==> src/rtl/nibble_pkg.sv <==
// Shared definitions for the nibble-serial datapath (deserializer now,
// serializer later): nibble type, index type, default word size and the
// deserializer FSM state encoding.
package nibble_pkg;

  localparam int NIBBLE_BITS     = 4;
  localparam int DEFAULT_NIBBLES = 8;

  typedef logic [NIBBLE_BITS-1:0] Nibble;
  typedef logic [2:0]             NibbleIdx;

  typedef enum logic [1:0] {
    IDLE,
    COLLECT,
    HOLD
  } DeserState;

endpackage

==> src/rtl/nibble_deserializer_if.sv <==
// Bus bundle for the nibble deserializer: nibble input handshake, word
// output handshake, flush and busy. When NIBBLE_DESER_ZERO_FLAG_EN is
// defined the bundle also carries the registered all-zero word flag.
interface nibble_deserializer_if
  import nibble_pkg::*;
#(
  parameter int NIBBLES = DEFAULT_NIBBLES
);

  localparam int W = NIBBLE_BITS * NIBBLES;

  logic           flush;
  logic           in_valid;
  logic           in_ready;
  Nibble          in_nibble;
  logic           in_msb_first;
  logic           out_valid;
  logic           out_ready;
  logic [W-1:0]   out_word;
  logic           busy;
`ifdef NIBBLE_DESER_ZERO_FLAG_EN
  logic           out_zero;
`endif

  // The deserializer itself.
  modport slave (
    input  flush, in_valid, in_nibble, in_msb_first, out_ready,
`ifdef NIBBLE_DESER_ZERO_FLAG_EN
    output out_zero,
`endif
    output in_ready, out_valid, out_word, busy
  );

  // Whoever feeds nibbles and consumes words.
  modport master (
    output flush, in_valid, in_nibble, in_msb_first, out_ready,
`ifdef NIBBLE_DESER_ZERO_FLAG_EN
    input  out_zero,
`endif
    input  in_ready, out_valid, out_word, busy
  );

endinterface

==> src/rtl/nibble_index_counter.sv <==
// Loadable up/down nibble position counter. Load has priority over step;
// the counter is only ever reloaded at word boundaries by its user, so it
// never needs to wrap in the middle of a word.
module nibble_index_counter #(
  parameter int WIDTH = 3
) (
  input  logic             clk,
  input  logic             reset,
  input  logic             load,
  input  logic [WIDTH-1:0] load_val,
  input  logic             step,
  input  logic             down,
  output logic [WIDTH-1:0] idx
);

  // Position register: reload, otherwise step toward the next nibble slot.
  always_ff @(posedge clk) begin
    if (reset) begin
      idx <= '0;
    end else if (load) begin
      idx <= load_val;
    end else if (step) begin
      idx <= down ? idx - WIDTH'(1) : idx + WIDTH'(1);
    end
  end

endmodule

==> src/rtl/nibble_deserializer.sv <==
// Nibble-serial to parallel word assembler. Nibbles arrive LSB-first or
// MSB-first (direction latched with the first nibble of each word) and the
// finished word is held on a valid/ready output until taken. In HOLD the
// input is ready exactly when the output is being taken, so back-to-back
// words lose no cycle. Optional feature macro: NIBBLE_DESER_ZERO_FLAG_EN
// adds out_zero, an all-nibbles-zero flag built up one nibble at a time.
module nibble_deserializer
  import nibble_pkg::*;
#(
  parameter int NIBBLES = DEFAULT_NIBBLES
) (
  input  logic                 clk,
  input  logic                 reset,
  nibble_deserializer_if.slave bus
);

  localparam int W  = NIBBLE_BITS * NIBBLES;
  localparam int IW = $clog2(NIBBLES);
  localparam int CW = $clog2(NIBBLES + 1);

  localparam logic [IW-1:0] LAST_POS   = IW'(NIBBLES - 1);
  localparam logic [IW-1:0] MSB_SECOND = IW'(NIBBLES - 2);
  localparam logic [IW-1:0] LSB_SECOND = IW'(1);
  localparam logic [CW-1:0] LAST_COUNT = CW'(NIBBLES - 1);

  DeserState     state, state_n;
  logic          dir, dir_n;
  logic [W-1:0]  asm_reg, asm_n;
  logic [CW-1:0] count, count_n;
  logic [W-1:0]  word_reg, word_n;

  logic          in_ready;
  logic          accept;
  logic          start;
  logic [IW-1:0] first_pos;

  logic          cnt_load;
  logic [IW-1:0] cnt_load_val;
  logic          cnt_step;
  logic [IW-1:0] idx;

`ifdef NIBBLE_DESER_ZERO_FLAG_EN
  logic          zero_acc, zero_acc_n;
  logic          zero_reg, zero_n;
`endif

  nibble_index_counter #(
    .WIDTH (IW)
  ) u_index (
    .clk      (clk),
    .reset    (reset),
    .load     (cnt_load),
    .load_val (cnt_load_val),
    .step     (cnt_step),
    .down     (dir),
    .idx      (idx)
  );

  assign accept    = bus.in_valid && in_ready;
  assign start     = accept && (state != COLLECT);
  assign first_pos = bus.in_msb_first ? LAST_POS : '0;

  assign bus.in_ready  = in_ready;
  assign bus.out_valid = (state == HOLD);
  assign bus.busy      = (state == COLLECT);
  assign bus.out_word  = word_reg;
`ifdef NIBBLE_DESER_ZERO_FLAG_EN
  assign bus.out_zero  = zero_reg;
`endif

  // Next-state logic: readiness, nibble placement, completion and the
  // first nibble of a new word (which may overlap taking the held word).
  always_comb begin
    state_n      = state;
    dir_n        = dir;
    asm_n        = asm_reg;
    count_n      = count;
    word_n       = word_reg;
    in_ready     = 1'b0;
    cnt_load     = 1'b0;
    cnt_load_val = '0;
    cnt_step     = 1'b0;
`ifdef NIBBLE_DESER_ZERO_FLAG_EN
    zero_acc_n   = zero_acc;
    zero_n       = zero_reg;
`endif

    case (state)
      IDLE: begin
        in_ready = !bus.flush;
      end

      COLLECT: begin
        in_ready = !bus.flush;
        if (bus.flush) begin
          state_n = IDLE;
          count_n = '0;
          asm_n   = '0;
`ifdef NIBBLE_DESER_ZERO_FLAG_EN
          zero_acc_n = 1'b0;
`endif
        end else if (accept) begin
          asm_n[idx*NIBBLE_BITS +: NIBBLE_BITS] = bus.in_nibble;
          count_n  = count + CW'(1);
          cnt_step = 1'b1;
`ifdef NIBBLE_DESER_ZERO_FLAG_EN
          zero_acc_n = zero_acc && (bus.in_nibble == '0);
`endif
          if (count == LAST_COUNT) begin
            word_n  = asm_n;
            state_n = HOLD;
`ifdef NIBBLE_DESER_ZERO_FLAG_EN
            zero_n  = zero_acc_n;
`endif
          end
        end
      end

      HOLD: begin
        in_ready = bus.out_ready && !bus.flush;
        if (bus.out_ready) begin
          state_n = IDLE;
        end
      end

      default: begin
        state_n = IDLE;
      end
    endcase

    if (start) begin
      state_n      = COLLECT;
      dir_n        = bus.in_msb_first;
      asm_n        = '0;
      asm_n[first_pos*NIBBLE_BITS +: NIBBLE_BITS] = bus.in_nibble;
      count_n      = CW'(1);
      cnt_load     = 1'b1;
      cnt_load_val = bus.in_msb_first ? MSB_SECOND : LSB_SECOND;
`ifdef NIBBLE_DESER_ZERO_FLAG_EN
      zero_acc_n   = (bus.in_nibble == '0);
`endif
    end
  end

  // State and datapath registers.
  always_ff @(posedge clk) begin
    if (reset) begin
      state    <= IDLE;
      dir      <= 1'b0;
      asm_reg  <= '0;
      count    <= '0;
      word_reg <= '0;
`ifdef NIBBLE_DESER_ZERO_FLAG_EN
      zero_acc <= 1'b0;
      zero_reg <= 1'b0;
`endif
    end else begin
      state    <= state_n;
      dir      <= dir_n;
      asm_reg  <= asm_n;
      count    <= count_n;
      word_reg <= word_n;
`ifdef NIBBLE_DESER_ZERO_FLAG_EN
      zero_acc <= zero_acc_n;
      zero_reg <= zero_n;
`endif
    end
  end

endmodule

==> src/flat_wrapper.sv <==
// flat-port wrapper written by rule: the top's interface ports become plain ports
module nibble_deserializer_flat import nibble_pkg::*;
#(
  parameter int NIBBLES = DEFAULT_NIBBLES
)
  (clk, reset, bus_flush, bus_in_valid, bus_in_nibble, bus_in_msb_first, bus_out_ready, bus_in_ready, bus_out_valid, bus_out_word, bus_busy);
  nibble_deserializer_if #(.NIBBLES(NIBBLES)) bus_i ();
  input  logic clk;
  input  logic reset;
  input wire logic [$bits(bus_i.flush)-1:0] bus_flush;
  input wire logic [$bits(bus_i.in_valid)-1:0] bus_in_valid;
  input wire logic [$bits(bus_i.in_nibble)-1:0] bus_in_nibble;
  input wire logic [$bits(bus_i.in_msb_first)-1:0] bus_in_msb_first;
  input wire logic [$bits(bus_i.out_ready)-1:0] bus_out_ready;
  output wire logic [$bits(bus_i.in_ready)-1:0] bus_in_ready;
  output wire logic [$bits(bus_i.out_valid)-1:0] bus_out_valid;
  output wire logic [$bits(bus_i.out_word)-1:0] bus_out_word;
  output wire logic [$bits(bus_i.busy)-1:0] bus_busy;
  assign bus_i.flush = bus_flush;
  assign bus_i.in_valid = bus_in_valid;
  assign bus_i.in_nibble = bus_in_nibble;
  assign bus_i.in_msb_first = bus_in_msb_first;
  assign bus_i.out_ready = bus_out_ready;
  assign bus_in_ready = bus_i.in_ready;
  assign bus_out_valid = bus_i.out_valid;
  assign bus_out_word = bus_i.out_word;
  assign bus_busy = bus_i.busy;
  nibble_deserializer #(.NIBBLES(NIBBLES)) u_core (.clk(clk), .reset(reset), .bus(bus_i));
endmodule
==> config.mk <==
export PLATFORM = sky130hd
export DESIGN_NAME = nibble_deserializer_flat
export DESIGN_NICKNAME = d
export VERILOG_FILES = /design/src/rtl/nibble_pkg.sv /design/src/rtl/nibble_deserializer_if.sv /design/src/rtl/nibble_index_counter.sv /design/src/rtl/nibble_deserializer.sv /design/src/flat_wrapper.sv
export SDC_FILE = /design/constraint.sdc
export NUM_CORES = 1
export LEC_CHECK = 0
export BUFFER_PORTS_ARGS = -buffer_cell sky130_fd_sc_hd__clkbuf_2
export CAP_MARGIN = 20
export CORE_ASPECT_RATIO = 0.7
export CORE_MARGIN = 2
export CORE_UTILIZATION = 30
export DETAILED_ROUTE_END_ITERATION = 8
export GPL_ROUTABILITY_DRIVEN = 0
export GPL_TIMING_DRIVEN = 0
export HOLD_SLACK_MARGIN = 0.12
export SLEW_MARGIN = 40
export SYNTH_ARGS = -nofsm -noshare
export SYNTH_HDL_FRONTEND = slang
export SYNTH_SLANG_ARGS = --single-unit
==> constraint.sdc <==
create_clock -name clk -period 3.21 [get_ports clk]
set_clock_uncertainty 0.05 [all_clocks]
set_input_delay 0 -clock clk [delete_from_list [all_inputs] [get_ports clk]]
set_output_delay 0 -clock clk [all_outputs]
set_load 0.02 [all_outputs]
==> flow_summary.toml <==
[route]
drtPass1Iterations = 5
via_per_inst = 5.48
route.vias.total = 3779
dr.first_iter.drc_count = 295
post-route-drc-count = 0
wl_per_cell_um = 17.6
ant_nets = 0
routed_wl_mm = 12.1

[synth]
ys_warn_count = 0
ys_ff_latch = 74
netlist_area_um2 = 3760
netlist_top_cells_area = "dfxtp_1 (39%), nor2_1 (5.1%), a21oi_1 (4.8%)"
synthTopCellsByCount = "dfxtp_1 (74), nor2_1 (51), nand2_1 (37)"
syn_nets = 478
netlist_instances = 460
synth_top_area_frac = 0.393
yosys_most_used_dff = "dfxtp_1"
ys_types = 52
synth_area_leader_cell = "dfxtp_1"
synth_edf_count = 0
yosysMostFrequentCell = "dfxtp_1"
avgSynthCellArea_um2 = 8.18
async_flop_share = 0
seq_area_frac_synth = 0.393

[timing]
tightest_slew_ns = 0.794
setup_viol = 0
finalCritPeriodShare = 0.942
relSlewSlack = 0.466
fin_crit_ns = 3.02
rsz0062_at_grt = "no"
max_freq_mhz = 331
hold_ws_ns = 0.159
finalMaxSlewViolations = 0
final_hold_viol_count = 0

[setup_path]
slowest_stage = "or3b_2"
end_kind = "flip-flop"
worst-path-max-fanout = 10
critical_path_class = "flip-flop to flip-flop"
critical-path-max-stage-delay_ns = 0.54
required_ns = 3.41
crit_chain = "buf_2 -> buf_2 -> inv_1 -> ha_1 -> ha_1 -> or3b_2 -> or2_2 -> a21bo_2 -> a211oi_1"
arrival_ns = 3.23
critPathLaunchType = "flip-flop"

[hold_path]
hold_class = "input port to flip-flop"

[global_routing]
grt_start_max_net_pins = 14
overflow = 0
grt_pass1_vias = 3585
grt_pass1_wl_mm = 19.1
antenna_found_initial = 0
grt_usage = 0.186

[job]
cap_violations = 0

[final_layout]
postLayoutCoreUtil = 0.375
num-fill-cells = 1313
drive_gt1_frac = 0.190
antenna_cells = 0
final_nets = 540
synthToLayoutAreaGrowth_pct = 23.0

[die]
die_h_um = 97.7
core_region_area_um2 = 12300
start_util = 0.305
row_count = 34
ioPinCount = 45
dieArea_um2 = 13500
die_w_um = 138

[cts]
cts_max_level = 3
clkSinkCount = 74
cts_made_buffers = 9
root_buffer = "clkbuf_16"
clkTransAtPathRegs_ns = 0.06
insertion_delay_ns = 0.34
cts_tree = "built"
cts_max_path_buffers = 2

[place]
place_hpwl_mm = 8.95
port_buffers = 41

[power_and_ir_drop]
power.density_nw_per_um2 = 503
ir_drop_v = 0.000267
total_power_mw = 2.33
p_leak_nw = 1.66

[status]
status = "finished clean"
## cell usage in the layout (no fill, tap or decap), drive strengths merged, types with 6 or more instances in the layout
| cell | netlist | layout |
|---|---|---|
| nand3 | 19 | 19 |
| o21ai | 21 | 21 |
| a221oi | 7 | 7 |
| dfxtp | 74 | 74 |
| mux2i | 9 | 9 |
| inv | 17 | 17 |
| a21oi | 36 | 36 |
| nor3 | 25 | 25 |
| a311oi | 9 | 9 |
| nand2b | 9 | 9 |
| clkbuf | 18 | 67 |
| and3 | 6 | 6 |
| nand4 | 7 | 7 |
| ha | 7 | 7 |
| dlygate4sd3 | 0 | 9 |
| buf | 19 | 22 |
| and2 | 6 | 6 |
| nor2 | 51 | 51 |
| nand2 | 37 | 37 |
| a211oi | 18 | 18 |
| a31oi | 10 | 10 |
## metrics by stage
step	cells	cell area [um2]	setup TNS (ns)	worst slack, ns
6_report	689	4630	0	0.187
5_1_grt	689	4630	0	0.0179
4_1_cts	690	4620	0	0.0250
3_5_place_dp	665	4190	-0.0601	-0.0601
3_3_place_gp	663	4170	0	0.0232
2_1_floorplan	460	3760	0	0.472
## final cells by class
type                       instances  area (um2)  share of cell area
tap                              162         203              0.0438
multi-input combinational        332        2070               0.446
buffer                            36         183              0.0394
inverter                          17        63.8              0.0138
sequential                        74        1480               0.320
timing repair buffer              52         305              0.0659
clock buffer                      10         239              0.0516
clock inverter                     6        90.1              0.0194
## cell families after synthesis
kind of cell / after synthesis / share of synthesized area
adder cells (fa/ha/maj): 8 / 0.0286
AND/OR/NAND/NOR: 189 / 0.265
multiplexers: 9 / 0.0239
XOR/XNOR: 2 / 0.00465
AO/OA/AOI/OAI: 124 / 0.219
buffers and inverters: 54 / 0.0661
flip-flops: 74 / 0.393
## metal layers
layer  vias up  track usage  wire, um
li1       1785            -         -
met1      1816        0.270      5940
met2       169        0.272      5100
met3         9       0.0501       955
met4         0       0.0479       104
met5         -            0         0
## worst paths after layout
check	end	depth (start not counted)	slack [ns]	from
worst max-delay path	u_core.asm_reg[30]	9	0.19	u_core.u_index.idx[0]
worst min register to register	u_core.asm_reg[25]	2	0.42	u_core.asm_reg[25]
worst min-delay path	u_core.asm_reg[0]	5	0.16	bus_in_nibble[0]
worst max register to register	u_core.asm_reg[30]	9	0.19	u_core.u_index.idx[0]
## timing repair
item | CTS | global route
endpoints found under the hold margin | 15 | 0
endpoints found under the setup margin | 3 | 51
hold buffers | 9 | 0
gates resized for setup | 2 | 5
buffers inserted | 0 | 0
gates cloned | 0 | 0
## critical path: cells and delay by family, from the launching register on
family,cells,cell delay (ns)
AO/OA/AOI/OAI,2,0.39
adder cells (fa/ha/maj),2,0.60
buffers and inverters,3,0.65
flip-flops,1,0.40
AND/OR/NAND/NOR,2,0.85
## power breakdown
group	internal (mW)	total (mW)	switching [mW]
Clock	0.703	1.11	0.405
Sequential	0.932	0.939	0.00749
Combinational	0.0936	0.281	0.187
Total	1.73	2.33	0.600
Note: power is estimated with default switching activity, not from simulation.
